## src/rtl/encap_result_streamer.sv

```systemverilog
// encap_result_streamer: after encap_seq_gen finishes, this block reads out
// C0, then C1, then the session key K. It sends those words to the host
// side as a single 32-bit valid/ready stream with a source tag and a
// last-word flag.
module encap_result_streamer #(
  parameter int parameter_set = 1,
  parameter int m             = (parameter_set == 1) ? 12 : 13,
  parameter int t             = (parameter_set == 1) ? 64 :
                                (parameter_set == 2) ? 96 :
                                (parameter_set == 4) ? 119 : 128,
  parameter int l             = m * t,
  parameter int C0_WORDS      = (l + 31) / 32,
  parameter int C1_WORDS      = 8,
  parameter int K_WORDS       = 8,
  parameter int C0_AW         = (C0_WORDS > 1) ? $clog2(C0_WORDS) : 1
) (
  input  logic             clk,
  input  logic             rst,
  input  logic             start,
  output logic             busy,
  output logic             done,
  output logic             rd_C0,
  output logic [C0_AW-1:0] C0_addr,
  input  logic [31:0]      C0_out,
  output logic             rd_C1,
  output logic [2:0]       C1_addr,
  input  logic [31:0]      C1_out,
  output logic             rd_K,
  output logic [2:0]       K_addr,
  input  logic [31:0]      K_out,
  output logic [31:0]      dout,
  output logic             dout_valid,
  input  logic             dout_ready,
  output logic [1:0]       dout_sel,
  output logic             dout_last
);

  typedef enum logic [2:0] {IDLE, RD_C0, RD_C1, RD_K, DRAIN} state_t;
  typedef enum logic [1:0] {SEL_C0 = 2'd0, SEL_C1 = 2'd1, SEL_K = 2'd2} sel_t;

  typedef struct packed {
    logic [31:0] data;
    logic [1:0]  sel;
    logic        last;
  } entry_t;

  // When C0 does not fill its last word, the unused upper bits are zeroed.
  localparam int          PAD_BITS  = l % 32;
  localparam logic [31:0] LAST_MASK = (PAD_BITS == 0) ? 32'hFFFF_FFFF
                                    : ((32'd1 << PAD_BITS) - 32'd1);

  state_t     state, state_nxt;
  logic       done_nxt;

  // Two-entry output FIFO. The head register drives dout directly.
  entry_t     head_q, tail_q;
  logic [1:0] fifo_cnt;

  // Describes the single read whose data returns on the next cycle.
  logic       infl_v;
  sel_t       infl_sel;
  logic       infl_pad;
  logic       infl_last;

  logic       pop, push;
  logic [2:0] occ_after;
  logic       issue_ok;
  logic       c0_end, c1_end, k_end;
  entry_t     push_entry;

  assign pop        = dout_valid && dout_ready;
  assign push       = infl_v;
  assign dout_valid = (fifo_cnt != 2'd0);
  assign dout       = head_q.data;
  assign dout_sel   = head_q.sel;
  assign dout_last  = head_q.last;
  assign busy       = (state != IDLE);

  // Count a word leaving this cycle as already gone. With the sink always
  // ready, this lets a new read issue every cycle while the FIFO and the
  // pending read together never hold more than two words.
  assign occ_after = {1'b0, fifo_cnt} + {2'b0, infl_v} - {2'b0, pop};
  assign issue_ok  = (occ_after < 3'd2);

  assign c0_end = (C0_addr == C0_AW'(C0_WORDS - 1));
  assign c1_end = (C1_addr == 3'(C1_WORDS - 1));
  assign k_end  = (K_addr  == 3'(K_WORDS - 1));

  // State register and registered done pulse.
  // NOTE: sequential state uses non-blocking assignments so every register
  // samples values from before the clock edge, independent of block order.
  always_ff @(posedge clk or negedge rst) begin
    if (!rst) begin
      state <= IDLE;
      done  <= 1'b0;
    end else begin
      state <= state_nxt;
      done  <= done_nxt;
    end
  end

  // Next-state logic and read strobes. A read issues only while its own
  // section is active and the FIFO has room.
  always_comb begin
    // NOTE: give every output a default first, so no path through the case
    // leaves a signal unassigned and creates a latch.
    state_nxt = state;
    done_nxt  = 1'b0;
    rd_C0     = 1'b0;
    rd_C1     = 1'b0;
    rd_K      = 1'b0;
    unique case (state)
      IDLE: if (start) state_nxt = RD_C0;
      RD_C0: if (issue_ok) begin
        rd_C0 = 1'b1;
        if (c0_end) state_nxt = RD_C1;
      end
      RD_C1: if (issue_ok) begin
        rd_C1 = 1'b1;
        if (c1_end) state_nxt = RD_K;
      end
      RD_K: if (issue_ok) begin
        rd_K = 1'b1;
        if (k_end) state_nxt = DRAIN;
      end
      DRAIN: begin
        // Assert done on the same edge that hands off the final word.
        if (!infl_v && (fifo_cnt == 2'd0 || (fifo_cnt == 2'd1 && pop))) begin
          done_nxt  = 1'b1;
          state_nxt = IDLE;
        end
      end
      default: state_nxt = IDLE;
    endcase
  end

  // Read addresses restart at 0 on an accepted start. Each address stops
  // at its section's last word and keeps that value until the next start.
  always_ff @(posedge clk or negedge rst) begin
    if (!rst) begin
      C0_addr <= '0;
      C1_addr <= '0;
      K_addr  <= '0;
    end else if (state == IDLE && start) begin
      C0_addr <= '0;
      C1_addr <= '0;
      K_addr  <= '0;
    end else begin
      if (rd_C0 && !c0_end) C0_addr <= C0_addr + 1'b1;
      if (rd_C1 && !c1_end) C1_addr <= C1_addr + 1'b1;
      if (rd_K  && !k_end)  K_addr  <= K_addr + 1'b1;
    end
  end

  // Record the source, padding need and last flag of each read issued, so
  // the returning data can be tagged on the next cycle.
  always_ff @(posedge clk or negedge rst) begin
    if (!rst) begin
      infl_v    <= 1'b0;
      infl_sel  <= SEL_C0;
      infl_pad  <= 1'b0;
      infl_last <= 1'b0;
    end else begin
      infl_v    <= rd_C0 || rd_C1 || rd_K;
      infl_sel  <= rd_C0 ? SEL_C0 : (rd_C1 ? SEL_C1 : SEL_K);
      infl_pad  <= rd_C0 && c0_end;
      infl_last <= rd_K && k_end;
    end
  end

  // Choose the returning read data, then zero the padding bits of the
  // final C0 word.
  always_comb begin
    push_entry      = '0;
    push_entry.sel  = infl_sel;
    push_entry.last = infl_last;
    unique case (infl_sel)
      SEL_C0:  push_entry.data = C0_out;
      SEL_C1:  push_entry.data = C1_out;
      default: push_entry.data = K_out;
    endcase
    if (infl_pad) push_entry.data = push_entry.data & LAST_MASK;
  end

  // Output FIFO. Push and pop may occur on the same edge. The head register
  // changes only when a word is popped or when the FIFO is empty, so dout
  // holds steady during a stall.
  always_ff @(posedge clk or negedge rst) begin
    if (!rst) begin
      // NOTE: these two entries are registers, not RAM. They are reset so
      // dout, dout_sel and dout_last read 0 after reset.
      fifo_cnt <= 2'd0;
      head_q   <= '0;
      tail_q   <= '0;
    end else if (push && pop) begin
      if (fifo_cnt == 2'd2) begin
        head_q <= tail_q;
        tail_q <= push_entry;
      end else begin
        head_q <= push_entry;
      end
    end else if (push) begin
      if (fifo_cnt == 2'd0) head_q <= push_entry;
      else                  tail_q <= push_entry;
      fifo_cnt <= fifo_cnt + 2'd1;
    end else if (pop) begin
      if (fifo_cnt == 2'd2) head_q <= tail_q;
      fifo_cnt <= fifo_cnt - 2'd1;
    end
  end

endmodule

```

## config.mk

```make
export PLATFORM = sky130hd
export DESIGN_NAME = encap_result_streamer
export DESIGN_NICKNAME = d
export VERILOG_FILES = /design/src/rtl/encap_result_streamer.sv
export SDC_FILE = /design/constraint.sdc
export NUM_CORES = 1
export LEC_CHECK = 0
export BUFFER_PORTS_ARGS = -buffer_cell sky130_fd_sc_hd__buf_2
export CELL_PAD_IN_SITES_DETAIL_PLACEMENT = 1
export CELL_PAD_IN_SITES_GLOBAL_PLACEMENT = 1
export CORE_MARGIN = 2
export CORE_UTILIZATION = 35
export DETAILED_ROUTE_END_ITERATION = 10
export GPL_ROUTABILITY_DRIVEN = 0
export HOLD_SLACK_MARGIN = 0.15
export PLACE_DENSITY_LB_ADDON = 0.1
export SYNTH_ARGS = -nofsm -noshare
export SYNTH_HDL_FRONTEND = slang
export SYNTH_SLANG_ARGS = --single-unit
export TNS_END_PERCENT = 30
```

## constraint.sdc

```tcl
create_clock -name clk -period 7.45 [get_ports clk]
set_input_delay 0.745 -clock clk [delete_from_list [all_inputs] [get_ports clk]]
set_output_delay 0.745 -clock clk [all_outputs]
set_load 0.05 [all_outputs]
```

# Yosys cells after proc, flatten, opt, wreduce, memory -nomap -nowiden
# Cells that the tools add are included.
# Widths: inputs -> output; s select.
[word_totals] word_cells=113 n_memories=0 register_bits=91 ram_bits=0 out_inout_bits=52 latch_bits=0 mem_bits_ro=0
[classes] n_reduce_logical=32 mux=36 n_shift=0 eq_ne=21 mul=0 bitwise=1 addsub=7 magnitude_cmp=1 n_div=0
[ops] op="$mux 35" count=10
[ops] op="$pmux 32 s2" count=1
[ops] op="$mux 3" count=12
[ops] op="$ne 2x2->1 const B" count=8
[ops] op="$pmux 3 s5" count=1
[ops] op="$reduce_bool 2->1" count=6
[ops] op="$mux 5" count=2
[ops] op="$eq 3x3->1 const B" count=3
[ops] op="$logic_and 1x1->1" count=9
[ops] op="$reduce_bool 3->1" count=3
[ops] op="$mux 2" count=4
[ops] op="$reduce_and 8->1" count=1
[ops] op="$add 3x1->3 const B" count=2
[ops] op="$eq 3x2->1 const B" count=2
[ops] op="$mux 1" count=6
[ops] op="$reduce_and 3->1" count=2
[ops] op="$add 5x1->5 const B" count=1
[ops] op="$eq 5x5->1 const B" count=1
[ops] op="$eq 2x1->1 const B" count=2
[ops] op="$logic_not 1->1" count=4
[ops] op="$logic_not 2->1" count=2
[ops] op="$ne 2x1->1 const B" count=2
[ops] op="$add 2x1->3" count=1
[ops] op="$eq 3x1->1 const B" count=1
[ops] op="other kinds (10)" count=12

# Logic depth before layout (Yosys ltp)
# Gate-level depths: netlist of run 1.
[logic_depth] ltp_word=9 mapped_depth=10 depth_no_buf=10

# Worst setup path before layout of run 1
# OpenSTA, ideal clock, no wires.
[synth_path] kind="flip-flop to output port" startpoint="register fifo_cnt[1]" endpoint="output port rd_C1" path_stages_with_launch=9 setup_slack_ns=3.982 t_required_ns=6.705 arrival_ns=2.723 path_cell_list="dfrtp_1 inv_1 ha_1 nand2b_1 ha_1 nand2_1 fa_1 nand4bb_1 nor2_1"
[synth_between] elab_chain_len=6 elab_cells_between_ends=7
[synth_rtl] item="start: declaration" line_no="57" rtl="logic [1:0] fifo_cnt;"
[synth_rtl] item="start signal: assignment" line_no="205" rtl="fifo_cnt <= fifo_cnt + 2'd1;"
[synth_rtl] item="start signal: assignment" line_no="208" rtl="fifo_cnt <= fifo_cnt - 2'd1;"
[synth_rtl] item="branches (longest 2 deep; another with $add 2x1->3)"
[synth_rtl] item="$sub 3x1->3 (*)" line_no="82" rtl="assign occ_after = {1'b0, fifo_cnt} + {2'b0, infl_v} - {2'b0, pop};"
[synth_rtl] item="$lt 3x2->1 (*)" line_no="83" rtl="assign issue_ok = (occ_after < 3'd2);"
[synth_rtl] item="$mux 1 (*)" line_no="118" rtl="RD_C1: if (issue_ok) begin"
[synth_rtl] item="$mux 1 (*)" line_no="112" rtl="unique case (state)"
[synth_rtl] item="end: declaration" line_no="25" rtl="output logic rd_C1,"
# Mark *: on every way between the ends.

# Final worst setup path of run 1
[layout_path] startpoint="register fifo_cnt[1]" endpoint="output port rd_C0"
[layout_between] elab_chain_len=6 elab_cells_between_ends=7
[layout_rtl] item="branches (longest 2 deep; another with $add 2x1->3)"
[layout_rtl] item="$sub 3x1->3 (*)" line_no="82"
[layout_rtl] item="$lt 3x2->1 (*)" line_no="83"
[layout_rtl] item="$mux 1 (*)" line_no="114" rtl="RD_C0: if (issue_ok) begin"
[layout_rtl] item="$mux 1 (*)" line_no="112"
[layout_rtl] item="end: declaration" line_no="22" rtl="output logic rd_C0,"
# Marks and branches as above.

==> run metrics, run 1 <==
Die Y-Extent=122 um; post_cts resized=0; routed len/inst=about 16 um; largest net degree at the start of global routing=72; largest cells by area after synthesis=dfrtp_1 (47%), o221ai_2 (9.2%), nand2_1 (8.9%); I/O Buffers=~150; yosys warns=0; count of final setup violators=0; Cell variety after synth=40; # IOs=around 150; First-pass DRT Iterations=4; Static Leakage=3.03 nW; Fin. Hold Viols=0; DP HPWL=9040 um; startpoint types=flop; Post-CTS Setup Repair Bufs=0; global route overflow=0; routed length on met3=594 um; Post-synth top flop=dfrtp_1; WL final=about 13000 um; Initial Util=35.5%; P&R area growth vs syn=24.0%; min-delay worst type=in2async; Remaining DRCs=0; kind of end point of the critical path=output pin; met2 wire len=around 6600 um; Async SR Flop Fraction=between 90% and 100%; DR top layer=met4; number of global-route vias before repair=about 4.2k; Synth area leader=dfrtp_1; critical path arrival=3160 ps; fill cell count=roughly 1.6k; top-count cell post-synth=nand2_1; critical path peak fanout=7; nets=roughly 700; CP Class=reg2out; share of cells above drive strength 1=40.0%; Vias=3914; Final Max Slew Viols=0; Crit Reg-Reg Startpoint=fifo_cnt[1]; Final TNS setup=0 ps; clock buffer depth=2; vias per cell=5.03; R2R Setup Slk=around 4000 ps; Max Clock Freq=256 MHz; worst relative slew slack=between 20% and 30%; Iter 0 DRT Violations=136; first-pass GRT wire length=~21000 um; unrepaired setup endpoints after global routing=false; Synth top area share=between 40% and 50%; Yosys reg bits=91; Core Area=13700 um2; reg2reg end=dout[0]; initial antenna violation count=1; part of the cycle the worst path needs=between 50 and 60%; root buf cell=clkbuf_16; Worst VDD drop=between 0.2 and 0.3 mV; critical path required time=6700 ps; Mean Syn Cell Area=10.6 um2; Mapped Nets=between 500 and 600; clock-pin slew on the worst setup and hold paths=approximately 60 ps; CTS buffer count=9; CTS hold repair buffers=0; EDFF count, synth=0; remaining antenna violation count=0; path depth of the worst reg2reg path=8; min cycle time layout=3910 ps; crit path from=fifo_cnt[1]; M1 WL=5570 um; Cell Area, Synth=a little under 5000 um2; max-cap violations=0; chip width=approximately 120 um; die area=around 15000 um2; worst clock skew=between 8 and 9 ps; Reg area=~2300 um2; outcome=finished, final reports clean; Seq/Total Area, Yosys=a little under half; All-Layer GR Usage=a little under a fifth; CTS tree=yes; H-tree depth=3; # rows=43; Cells after Synth=around 460; PwrDens=roughly 450 nW/um2; top cells by count, synth=nand2_1 (116), dfrtp_1 (91), o21ai_1 (42); multi-input gate area in the final layout=around 2400 um2; Final Util=between 40% and 50%; Slew @ Worst Pin=between 1000 and 1500 ps; clock sinks=approximately 90; later-pin clock latency in the skew report=about 350 ps
==> worst max-delay path by stage <==
stage | to | cells past startpoint
after CTS | rd_C0 | 9
after detailed placement | rd_C0 | 9
after global placement | rd_C0 | 9
final | rd_C0 | 9
after global routing | rd_C0 | 9
after floorplan | rd_C1 | 8
==> report_power, final <==
part           total [mW]  internal, mW  switching [mW]
sequential          0.858         0.695           0.163
combinational        1.36         0.427           0.932
clock               0.496         0.303           0.193
==> flip-flops by register name (all words and copies together), names as in the netlist <==
signal / cells
infl_sel: 2
state: 3
infl_v: 1
tail_q: 35
infl_last: 1
dout_last: 1
dout: 32
dout_sel: 2
fifo_cnt: 2
done: 1
C0_addr: 5
C1_addr: 3
K_addr: 3
==> metrics by stage <==
stage | area, um2 | power [mW] | hold WS (ps) | worst slack (ps) | instances
2_1_floorplan | 4870 | 1.91 | 449 | 3980 | 459
3_3_place_gp | 5710 | 2.18 | 463 | 4020 | 761
3_5_place_dp | 5710 | 2.25 | 471 | 3890 | 761
4_1_cts | 6040 | 2.76 | 399 | 3500 | 777
5_1_grt | 6040 | 2.92 | 414 | 3300 | 777
6_report | 6040 | 2.71 | 388 | 3540 | 778
==> cell families (layout without fill, tap and decap cells) <==
family	count (synthesis)	after routing	synth area share (%)
xor gates and xnor gates	8	8	1.44
adders and majority gates	11	11	2.98
and+or+nand+nor	155	155	13.5
AOI/OAI and AO/OA	82	82	15.2
DFF	91	91	46.8
buffers and inverters	39	177	4.24
muxes	73	73	15.9
other	0	1	0
==> worst max-delay path: stages (launching register included) <==
cell and delay, ps:
dfrtp_1 470, inv_1 120, ha_1 240, nand2b_1 240
ha_1 320, nand2_1 70, fa_1 420, xnor2_1 440
and2_1 230, buf_2 270
==> layout make-up <==
class	instances	area share [%]
Antenna cell	1	0.0414
Clock buffer	10	3.96
Clock inverter	6	1.47
Inverter	6	0.373
Multi-Input combinational cell	329	39.7
Sequential cell	91	37.7
Tap cell	180	3.73
Timing Repair Buffer	155	13.0
==> placed cells by master (no fill, tap or decap), types with 5 or more instances in the layout <==
cell,netlist,routed
o221ai_2,30,30
buf_4,1,5
inv_1,5,5
dfrtp_1,91,90
ha_1,10,10
nor2_1,14,14
clkbuf_16,0,9
mux2_2,32,32
o21ai_1,42,42
buf_2,7,150
mux2i_1,37,37
nand2_1,116,116
==> routing by layer <==
layer	global-route usage, %	vias up
met4	3.95	0
li1	-	1883
met5	0	-
met3	5.29	8
met1	22.1	1948
met2	32.6	75
No activity file was read; power rests on OpenSTA's default activity.
==> run 2: changes to the inputs <==
==> constraint.sdc (replaced) <==
create_clock -name clk -period 3.95 [get_ports clk]
set_input_delay 0.395 -clock clk [delete_from_list [all_inputs] [get_ports clk]]
set_output_delay 0.395 -clock clk [all_outputs]
set_load 0.05 [all_outputs]
==> run metrics, run 2 (synthesis results as in run 1) <==
outcome=finished, final reports clean; Iter 0 DRT Violations=124; number of global-route vias before repair=4077; CTS hold repair buffers=0; max reg flops=35; Die Y-Extent=about 120 um; nets=704; DP HPWL=between 8000 and 9000 um; CTS buffer count=9; register with the most flip-flops=tail_q; critical path peak fanout=7; unrepaired setup endpoints after global routing=false; root buf cell=clkbuf_16; post_cts resized=0; initial antenna violation count=1; routed len/inst=roughly 16 um; fin worst setup slack=438 ps; min cycle time layout=3510 ps; Core Area=roughly 14000 um2; Slew @ Worst Pin=roughly 1100 ps; Initial Util=a little over a third; max-cap violations=0; Post-CTS Setup Repair Bufs=0; Fin. Hold Viols=0; worst relative slew slack=between 20% and 30%; share of cells above drive strength 1=between 30 and 40%; kind of end point of the critical path=output pin; vias per cell=about 5; All-Layer GR Usage=17.8%; remaining antenna violation count=0; Power, Total=between 5 and 6 mW; fill cell count=1588; PwrDens=835 nW/um2; # rows=43; die area=approximately 15000 um2; Vias=roughly 3.9k; clock sinks=91; Static Leakage=3.02 nW; Max Clock Freq=between 200 and 300 MHz; clock-pin slew on the worst setup and hold paths=60 ps; part of the cycle the worst path needs=88.9%; CTS tree=yes; First-pass DRT Iterations=4; chip width=122 um; # IOs=about 150; Worst VDD drop=0.693 mV; global route overflow=0; first-pass GRT wire length=between 20000 and 25000 um; Final TNS setup=0 ps; pre-CTS setup slack=782 ps; WL final=approximately 13000 um; H-tree depth=3; Remaining DRCs=0; I/O Buffers=between 150 and 200; most frequent cells in the layout=buf_2 (150), nand2_1 (116), dfrtp_1 (90), o21ai_1 (42), mux2i_1 (37); most common cell after layout, fill and taps aside=buf_2; CP Class=reg2out; clock buffer depth=2; P&R area growth vs syn=23.4%; Final Max Slew Viols=0; largest net degree at the start of global routing=between 70 and 80; min-delay worst type=in2async; critical path required time=between 3000 and 4000 ps; worst clock skew=roughly 6.4 ps; startpoint types=flop; count of final setup violators=0; critical path arrival=3120 ps; later-pin clock latency in the skew report=between 300 and 400 ps
-- run 2: final cells by class --
| class | count | area, um2 | share of cell area, % |
|---|---|---|---|
| clock buffer | 14 | 254 | 4.23 |
| antenna | 1 | 2.50 | 0.0416 |
| sequential | 91 | 2280 | 37.9 |
| multi-input combinational | 329 | 2400 | 39.9 |
| tap | 180 | 225 | 3.75 |
| clock inverter | 2 | 35.0 | 0.583 |
| inverter | 6 | 22.5 | 0.375 |
| timing repair buffer | 156 | 796 | 13.2 |
-- run 2: metrics by stage --
stage	instances	area, um2	hold slack (ps)	util [%]
finish	779	6010	162	43.8
global route	778	6010	237	43.8
CTS	778	6010	207	43.8
detailed placement	762	5720	472	41.7
global placement	762	5720	466	41.7
floorplan	459	4870	99.4	-
-- run 2: path summary, 6_finish.rpt --
path,startpoint,end,slack (ps),cells past startpoint
worst max-delay path,fifo_cnt[1],rd_C0,440,9
worst min-delay path,rst,dout[14],160,1
worst max register to register,fifo_cnt[1],K_addr[0],930,9
worst min register to register,dout[14],dout[14],480,2
max in group asynchronous,rst,state[2],2870,2
min in group clk,K_out[3],tail_q[6],380,3
-- run 2: metal layers --
metal	share of wire [%]	vias to the layer above	GRT usage [%]	routed length (um)
met5	0	-	0	0
met3	4.7	16	3.09	597
li1	-	1886	-	-
met2	50	85	31.1	6280
met4	1.8	0	6.32	230
met1	44	1924	22.0	5490
-- run 2: report_power, final --
| group | leakage, nW | switching, mW | total (mW) | internal [mW] |
|---|---|---|---|---|
| combinational | 1.73 | 1.75 | 2.56 | 0.809 |
| clock | 0.141 | 0.346 | 0.854 | 0.508 |
| sequential | 1.15 | 0.297 | 1.61 | 1.31 |
-- run 2: critical path: stages (launching register included) --
cell	delay, ps
dfrtp_1	490
inv_1	130
ha_1	240
nand2b_1	240
ha_1	310
nand2_1	60
fa_1	420
xnor2_1	390
and2_1	230
buf_2	270
